**config.mk**
```make
export PLATFORM = sky130hd
export DESIGN_NAME = fft_input_buffer
export DESIGN_NICKNAME = d
export VERILOG_FILES = /design/src/rtl/fft_pkg.sv /design/src/rtl/fft_frame_bank.sv /design/src/rtl/fft_input_buffer.sv
export SDC_FILE = /design/constraint.sdc
export NUM_CORES = 1
export LEC_CHECK = 0
export CAP_MARGIN = 20
export CORE_MARGIN = 3
export CORE_UTILIZATION = 55
export DETAILED_ROUTE_END_ITERATION = 8
export PLACE_DENSITY_LB_ADDON = 0.15
export SYNTH_ARGS = -nofsm -noshare
export SYNTH_HDL_FRONTEND = slang
export SYNTH_SLANG_ARGS = --single-unit
```
**constraint.sdc**
```tcl
create_clock -name clk -period 5.7 [get_ports clk]
set_clock_uncertainty 0.1 [all_clocks]
set_input_delay 1.14 -clock clk [delete_from_list [all_inputs] [get_ports clk]]
set_output_delay 1.14 -clock clk [all_outputs]
set_load 0.005 [all_outputs]
```
**src/rtl/fft_pkg.sv**
```systemverilog
// rtl/fft_pkg.sv - shared constants, types and helpers for the 16-point FFT datapath
//
// Purpose: frame geometry (points, sample width, complex word width), per-bank
// fill state, the W0..W7 twiddle constants used by every butterfly stage, and
// complex-word pack/unpack helpers.
// Ports: none (package).
package fft_pkg;

  localparam int FFT_N    = 16;
  localparam int FFT_DW   = 16;
  localparam int FFT_CW   = 2 * FFT_DW;
  localparam int FFT_IDXW = $clog2(FFT_N);

  // Twiddles W_k = exp(-j*2*pi*k/16) in Q1.14, so +1.0 == 16384 fits in DW bits.
  localparam logic signed [FFT_DW-1:0] W0_RE =  16'sd16384, W0_IM =  16'sd0;
  localparam logic signed [FFT_DW-1:0] W1_RE =  16'sd15137, W1_IM = -16'sd6270;
  localparam logic signed [FFT_DW-1:0] W2_RE =  16'sd11585, W2_IM = -16'sd11585;
  localparam logic signed [FFT_DW-1:0] W3_RE =  16'sd6270,  W3_IM = -16'sd15137;
  localparam logic signed [FFT_DW-1:0] W4_RE =  16'sd0,     W4_IM = -16'sd16384;
  localparam logic signed [FFT_DW-1:0] W5_RE = -16'sd6270,  W5_IM = -16'sd15137;
  localparam logic signed [FFT_DW-1:0] W6_RE = -16'sd11585, W6_IM = -16'sd11585;
  localparam logic signed [FFT_DW-1:0] W7_RE = -16'sd15137, W7_IM = -16'sd6270;

  typedef enum logic [1:0] {
    BANK_EMPTY,
    BANK_FILLING,
    BANK_FULL
  } bank_state_t;

  // Complex word layout: real part in the upper half, imaginary in the lower.
  function automatic logic [FFT_CW-1:0] cplx_pack(input logic [FFT_DW-1:0] re,
                                                  input logic [FFT_DW-1:0] im);
    return {re, im};
  endfunction

  function automatic logic [FFT_DW-1:0] cplx_re(input logic [FFT_CW-1:0] w);
    return w[FFT_CW-1:FFT_DW];
  endfunction

  function automatic logic [FFT_DW-1:0] cplx_im(input logic [FFT_CW-1:0] w);
    return w[FFT_DW-1:0];
  endfunction

endpackage

```
**src/rtl/fft_frame_bank.sv**
```systemverilog
// rtl/fft_frame_bank.sv - one N-word complex frame register bank with fill state
//
// Purpose: holds one frame of N complex words, written one word at a time and
// read out in parallel. Tracks EMPTY/FILLING/FULL; a FULL bank ignores writes
// so a pending frame can never be overwritten.
// Ports:
//   clk, rst_n   clock, asynchronous active-low reset (contents and state cleared)
//   wr_en        write wr_data into word wr_idx (ignored while FULL)
//   wr_idx       target word index
//   wr_data      complex word to store
//   set_full     mark the bank FULL (asserted with the write of the last word)
//   clr_full     frame consumed, bank returns to EMPTY
//   full         bank holds a complete frame
//   frame        all N words, word i at [CW*i +: CW]
module fft_frame_bank
  import fft_pkg::*;
#(
  parameter int N  = FFT_N,
  parameter int DW = FFT_DW
) (
  input  logic                   clk,
  input  logic                   rst_n,
  input  logic                   wr_en,
  input  logic [$clog2(N)-1:0]   wr_idx,
  input  logic [2*DW-1:0]        wr_data,
  input  logic                   set_full,
  input  logic                   clr_full,
  output logic                   full,
  output logic [N*2*DW-1:0]      frame
);

  localparam int CW = 2 * DW;

  bank_state_t       state;
  logic [CW-1:0]     mem [N];

  always_ff @(posedge clk or negedge rst_n) begin
    if (!rst_n) begin
      state <= BANK_EMPTY;
      for (int i = 0; i < N; i++) begin
        mem[i] <= '0;
      end
    end else begin
      if (wr_en && state != BANK_FULL) begin
        mem[wr_idx] <= wr_data;
      end
      case (state)
        BANK_EMPTY: begin
          if (set_full)   state <= BANK_FULL;
          else if (wr_en) state <= BANK_FILLING;
        end
        BANK_FILLING: begin
          if (set_full) state <= BANK_FULL;
        end
        BANK_FULL: begin
          if (clr_full) state <= BANK_EMPTY;
        end
        default: state <= BANK_EMPTY;
      endcase
    end
  end

  assign full = (state == BANK_FULL);

  for (genvar g = 0; g < N; g++) begin : g_frame
    assign frame[g*CW +: CW] = mem[g];
  end

endmodule

```
**src/rtl/fft_input_buffer.sv**
```systemverilog
// rtl/fft_input_buffer.sv - serial-to-parallel ping-pong frame buffer ahead of fft_stage1
//
// Purpose: accepts one real sample per cycle, packs N samples into a frame of
// complex words {sample, 0} and presents the frame in parallel, held stable,
// until downstream consumes it. Two banks let the next frame fill meanwhile.
// Ports:
//   clk, rst_n   clock, asynchronous active-low reset
//   in_valid     in_data valid this cycle
//   in_ready     write bank is not FULL (registered state only)
//   in_data      signed real sample
//   out_valid    read bank holds a complete frame
//   out_ready    downstream consumes the frame this cycle
//   out_frame    word i at [2*DW*i +: 2*DW] = {sample_i, 0}
module fft_input_buffer
  import fft_pkg::*;
#(
  parameter int N  = FFT_N,
  parameter int DW = FFT_DW
) (
  input  logic                clk,
  input  logic                rst_n,
  input  logic                in_valid,
  output logic                in_ready,
  input  logic [DW-1:0]       in_data,
  output logic                out_valid,
  input  logic                out_ready,
  output logic [N*2*DW-1:0]   out_frame
);

  localparam int IDXW = $clog2(N);
  localparam int CW   = 2 * DW;

  logic              wr_bank;
  logic              rd_bank;
  logic [IDXW-1:0]   wr_idx;

  logic [1:0]        bank_full;
  logic [N*CW-1:0]   bank_frame [2];

  logic              in_xfer;
  logic              out_xfer;
  logic              last_word;

  // Handshakes depend only on registered bank state, never on in_valid/in_data.
  assign in_ready  = !bank_full[wr_bank];
  assign out_valid = bank_full[rd_bank];
  assign out_frame = bank_frame[rd_bank];

  assign in_xfer   = in_valid && in_ready;
  assign out_xfer  = out_valid && out_ready;
  assign last_word = (wr_idx == IDXW'(N - 1));

  // Write and read sides act on different banks (the write bank is never FULL
  // while accepting, the read bank is FULL when consumed), so a fill-complete
  // and a consume in the same cycle both land.
  for (genvar b = 0; b < 2; b++) begin : g_bank
    fft_frame_bank #(
      .N  (N),
      .DW (DW)
    ) u_bank (
      .clk      (clk),
      .rst_n    (rst_n),
      .wr_en    (in_xfer && (wr_bank == 1'(b))),
      .wr_idx   (wr_idx),
      .wr_data  ({in_data, {DW{1'b0}}}),
      .set_full (in_xfer && last_word && (wr_bank == 1'(b))),
      .clr_full (out_xfer && (rd_bank == 1'(b))),
      .full     (bank_full[b]),
      .frame    (bank_frame[b])
    );
  end

  always_ff @(posedge clk or negedge rst_n) begin
    if (!rst_n) begin
      wr_bank <= 1'b0;
      rd_bank <= 1'b0;
      wr_idx  <= '0;
    end else begin
      if (in_xfer) begin
        if (last_word) begin
          wr_idx  <= '0;
          wr_bank <= !wr_bank;
        end else begin
          wr_idx  <= wr_idx + 1'b1;
        end
      end
      if (out_xfer) begin
        rd_bank <= !rd_bank;
      end
    end
  end

endmodule

```
* Word-level counts from Yosys, hierarchy flattened *
Index checks and enable logic that the tools add are counted.

storage, ports and cells
  register bits = 1034
  logic and storage cells = 102
  bits of input ports = 20
  output and inout bits = 514

cells by class
  multiplexer cells = 22
  add/sub/neg operators = 1
  reduce and logical (&&, ||, !) cells = 20
  $lt $le $gt $ge = 5
  bitwise gates (word level) = 4
  equality and inequality tests = 13

operator list
  operator                                                               number
  512-bit 2-to-1 mux                                                     3
  512-bit bitwise mux                                                    2
  32-bit demux with 4-bit select                                         1
  32-bit 2-to-1 mux                                                      1
  2-bit 2-to-1 mux                                                       8
  1-bit logical AND                                                      12
  2-bit one-hot mux with 3 select lines                                  2
  2-bit by 1-bit != test with 1-bit output (second input constant)       4
  3-bit by 1-bit != test with 1-bit output (second input constant)       2
  3-bit AND reduction                                                    2
  5-bit greater-or-equal comparator (second input constant)              1
  5-bit by 1-bit < comparator with 1-bit output (second input constant)  1
  4-bit inverter with 5-bit output                                       1
  4-bit by 1-bit adder with 4-bit output (second input constant)         1
  2-bit by 1-bit == test with 1-bit output (second input constant)       2
  2-bit == test (second input constant)                                  2
  4-bit == test (second input constant)                                  1
  2-bit zero test                                                        2
  1-bit by 2-bit < comparator with 1-bit output (second input constant)  2
  1-bit 2-to-1 mux                                                       4
  4-bit 2-to-1 mux                                                       1
  2-bit != test (second input constant)                                  2
  1-bit zero test                                                        3
  2-bit greater-or-equal comparator (second input constant)              1
  other kinds (3)                                                        4

* Longest topological paths before layout *
  depth in word-level cells = 9
  depth in mapped cells = 7
  mapped depth without buffers = 5

* Modules after synthesis *
A second synthesis with hierarchy kept.

unflattened totals
  cell total of the unflattened synthesis = 2886
  area total of the unflattened synthesis = 47057.6 sq um

modules (own cells, without submodules)
  module            area each (sq um)  sequential area each (sq um)  times used  cells each
  fft_frame_bank    19442.4            12862.3                       2           1142
  fft_input_buffer  8172.8             150.1                         1           602

* Worst setup path after synthesis *
No wires, ideal clock.

  kind = flip-flop to output port
  from = register rd_bank
  to = output port out_frame[19]
  data required time = 4.460 ns
  path buffers = 3
  setup slack = 3.027 ns
  cell stages (with the launch flop) = 5
  arrival = 1.433 ns
  path through = dfrtp_1 > buf_2 > clkbuf_1 > clkbuf_1 > mux2_2

on the way
  longest elaborated chain between the ends = 4

ends and longest elaborated chain
  element                                                 RTL line                RTL
  from (decl)                                             fft_input_buffer.sv:34  logic rd_bank;
  from (signal assigned)                                  fft_input_buffer.sv:88  rd_bank <= !rd_bank;
  1-bit inverter with 2-bit output (implied by the code)  fft_input_buffer.sv:47  assign out_frame = bank_frame[rd_bank];
  512-bit 2-to-1 mux (implied by the code) (3 in a row)   fft_input_buffer.sv:47
  to (decl)                                               fft_input_buffer.sv:27  output logic [N*2*DW-1:0] out_frame

No other way between the ends. The select of a mux whose other input is x is not followed.

* Worst setup path in the final report *
  from = register rd_bank
  to = output port out_frame[376]

The elaborated chain is that of the path after synthesis.

==> results.toml <==
[power_and_ir_drop]
p_int_mw = 11.10
swShare = 0.2784
p_switching_mw = 4.281
leakage_nw = 14.19
pwr-share-clk = 0.230
vdd_ir_drop_max_v = 0.0003443
combPwrFrac = 0.376
power-per-cell-area_nw_per_um2 = 520.9
p_seq_frac = 0.394

[global_routing]
grt_use_total = 0.2282
antenna_found_initial = 2
grt_pass1_wl_um = 88070
globalRouteOverflowTotal = 0
grt_pass1_vias = 14548
grt_max_degree = 115

[clock_tree]
clk_pin_slew_ns = 0.06
cts_setup_buffers = 0
clk_latency_ns = 0.59
cts.path.max_buffers = 3
cts_htree_levels = 2
cts_tree = "yes"
numCtsBuffers = 55
post_cts_resized = 0
cts_root_buf = "clkbuf_16"
cts_sinks = 522
postCtsHoldBufs = 0

[route]
drt_wl_total_um = 56970
first_iter_violations = 632
drtAntennaViolNets = 0
via_count = 13769
vias_per_cell = 5.235
route.detailed.drc = 0
drt-pass1-iter-count = 4
wl_per_cell_um = 21.66

[setup_path]
r2r_start = "wr_idx[0]"
rr_worst_depth = 5
r2r_end = "g_bank[0].u_bank.frame[511]"
path_class = "reg -> out"
rrSetupSlack_ns = 2.79
arrival_ns = 2.99
crit_path_end_kind = "output port"
cp_max_fo = 60
critPathRequiredTime_ns = 4.46
critPathLaunchType = "register"

[finish]
nFillCells = 3394
fin_area_sq_um = 29520
regArea_sq_um = 13070
antenna_cells = 0
layout_common_cells = "mux2_2, dfrtp_1, clkdlybuf4s50_1"
fin_nets = 2013
final_common_cell = "mux2_2"
multi_input_area_sq_um = 10820
fin_cells = 2630
syn_to_final_growth_pct = 15.32
drive_above_1_share = 0.4468

[timing]
finalHoldViolations = 0
period_minus_slack_ns = 4.233
finalMaxSlewViolations = 0
relSlewSlack = 0.3668
fmax_ghz = 0.2362
setup_violations = 0
hold_ws_ns = 0.3706
setup_ws_ns = 1.467
rsz0062_at_grt = "no"
finalCritPeriodShare = 0.7426
setup_tns_ns = 0
tightest_slew_ns = 0.9467

[floorplanning]
rows = 78
ios = 534
die_x_um = 221.7
die_area_sq_um = 49170
start_util = 0.5605
core_sq_um = 45670
die_h_um = 221.7

[logic_synthesis]
synth_edf_count = 0
async_reset_ff_frac = 1.000
ys_ff_latch = 522
ys.flop_type = "dfrtp_1"
synthesis.area_sq_um = 25600
yosys_warnings = 0
synthCells = 1748
synthDistinctLibCells = 38
synth.avg_cell_area_sq_um = 14.65
synth-seq-area-share = 0.5102

[place]
placed_area_sq_um = 27700
gp_congestion = 0.7617
pre_cts_ws_ns = 2.032
portBuffers = 277
dpl.cell_count = 2530
hpwlAfterDp_um = 37150

[flow_run]
cap_violations = 0

[worst_hold_path]
hp-class = "reg -> reg"
hold_depth = 1
min-delay-start = "g_bank[1].u_bank.state[1]"
hold-path-endpoint = "g_bank[1].u_bank.state[0]"

[outcome]
outcome = "completed"
worst max-delay path, stage by stage (launching register included):
cell and delay [ns]:
dfrtp_4 0.99, buf_4 0.49, mux2_2 0.39, clkdlybuf4s50_1 0.46
kinds of logic (layout without fill, tap and decap cells):
| family | count (synthesis) | after routing | share of synthesized area |
|---|---|---|---|
| multiplexers | 770 | 770 | 0.3545 |
| flip-flops | 522 | 522 | 0.5102 |
| buffers and inverters | 380 | 407 | 0.1048 |
| AND/OR/NAND/NOR | 56 | 56 | 0.02468 |
| AO/OA/AOI/OAI | 14 | 14 | 0.003324 |
| adder cells (fa/ha/maj) | 4 | 4 | 0.001955 |
| other | 1 | 256 | 0.0001465 |
| XOR/XNOR | 1 | 1 | 0.0003422 |
layer usage:
metal / up-vias / share of wire / track usage / routed length [um]
met5: - / 0.00047 / 0 / 27
met4: 4 / 0.021 / 0.05882 / 1219
li1: 6084 / - / - / -
met3: 69 / 0.050 / 0.04329 / 2822
met1: 7243 / 0.44 / 0.3106 / 24980
met2: 369 / 0.49 / 0.3798 / 27920
flip-flops by register name (all words and copies together) (netlist names):
register,cells
wr_bank,1
g_bank.u_bank.state,4
rd_bank,1
g_bank.u_bank.frame,512
wr_idx,4
power groups by stage:
stage	combinational (mW)	clock, mW	sequential, mW
after global routing	6.18	3.75	6.26
after global placement	5.72	0	6.03
after detailed placement	5.82	0	6.12
after floorplan	3.51	0	5.79
after CTS	5.87	3.61	6.07
final	5.78	3.54	6.07
metrics by stage:
step,total power [mW],utilization
after floorplan,9.306,-
after global placement,11.76,0.6065
after detailed placement,11.94,0.6065
after CTS,15.55,0.6457
after global routing,16.20,0.6464
final,15.38,0.6464
how the worst max path moves through the flow:
stage | endpoint | startpoint
2_1_floorplan | out_frame[19] | rd_bank
3_3_place_gp | out_frame[48] | rd_bank
3_5_place_dp | g_bank[1].u_bank.frame[497] | in_valid
4_1_cts | out_frame[376] | rd_bank
5_1_grt | out_frame[376] | rd_bank
6_report | out_frame[376] | rd_bank
final cells by class:
| type | instances | share of cell area |
|---|---|---|
| inverters | 3 | 0.0003814 |
| multi-input cells | 1101 | 0.3663 |
| clock buffers | 89 | 0.05747 |
| clock inverters | 9 | 0.003306 |
| repair buffers | 306 | 0.1045 |
| flip-flops and latches | 522 | 0.4426 |
| well taps | 600 | 0.02543 |
cell usage after synthesis (3+ instances only):
cell type  instances  area, sq um
mux2_4           108         1622
nor2_1             5        18.77
nand2_1            5        18.77
ha_1               4        50.05
nand3_4           22        385.4
o21ai_0            4        20.02
buf_4            271         2034
mux2_2           650         7320
clkbuf_1          55        206.5
dfrtp_1          522        13060
a21oi_1            4        20.02
buf_6             24        270.3
buf_2             16        80.08
mux2_1            12        135.1
buf_1              8        30.03
nand3_2            8        80.08
inv_1              3        11.26
nor2b_1            3        18.77
Note: power is estimated with default switching activity, not from simulation.
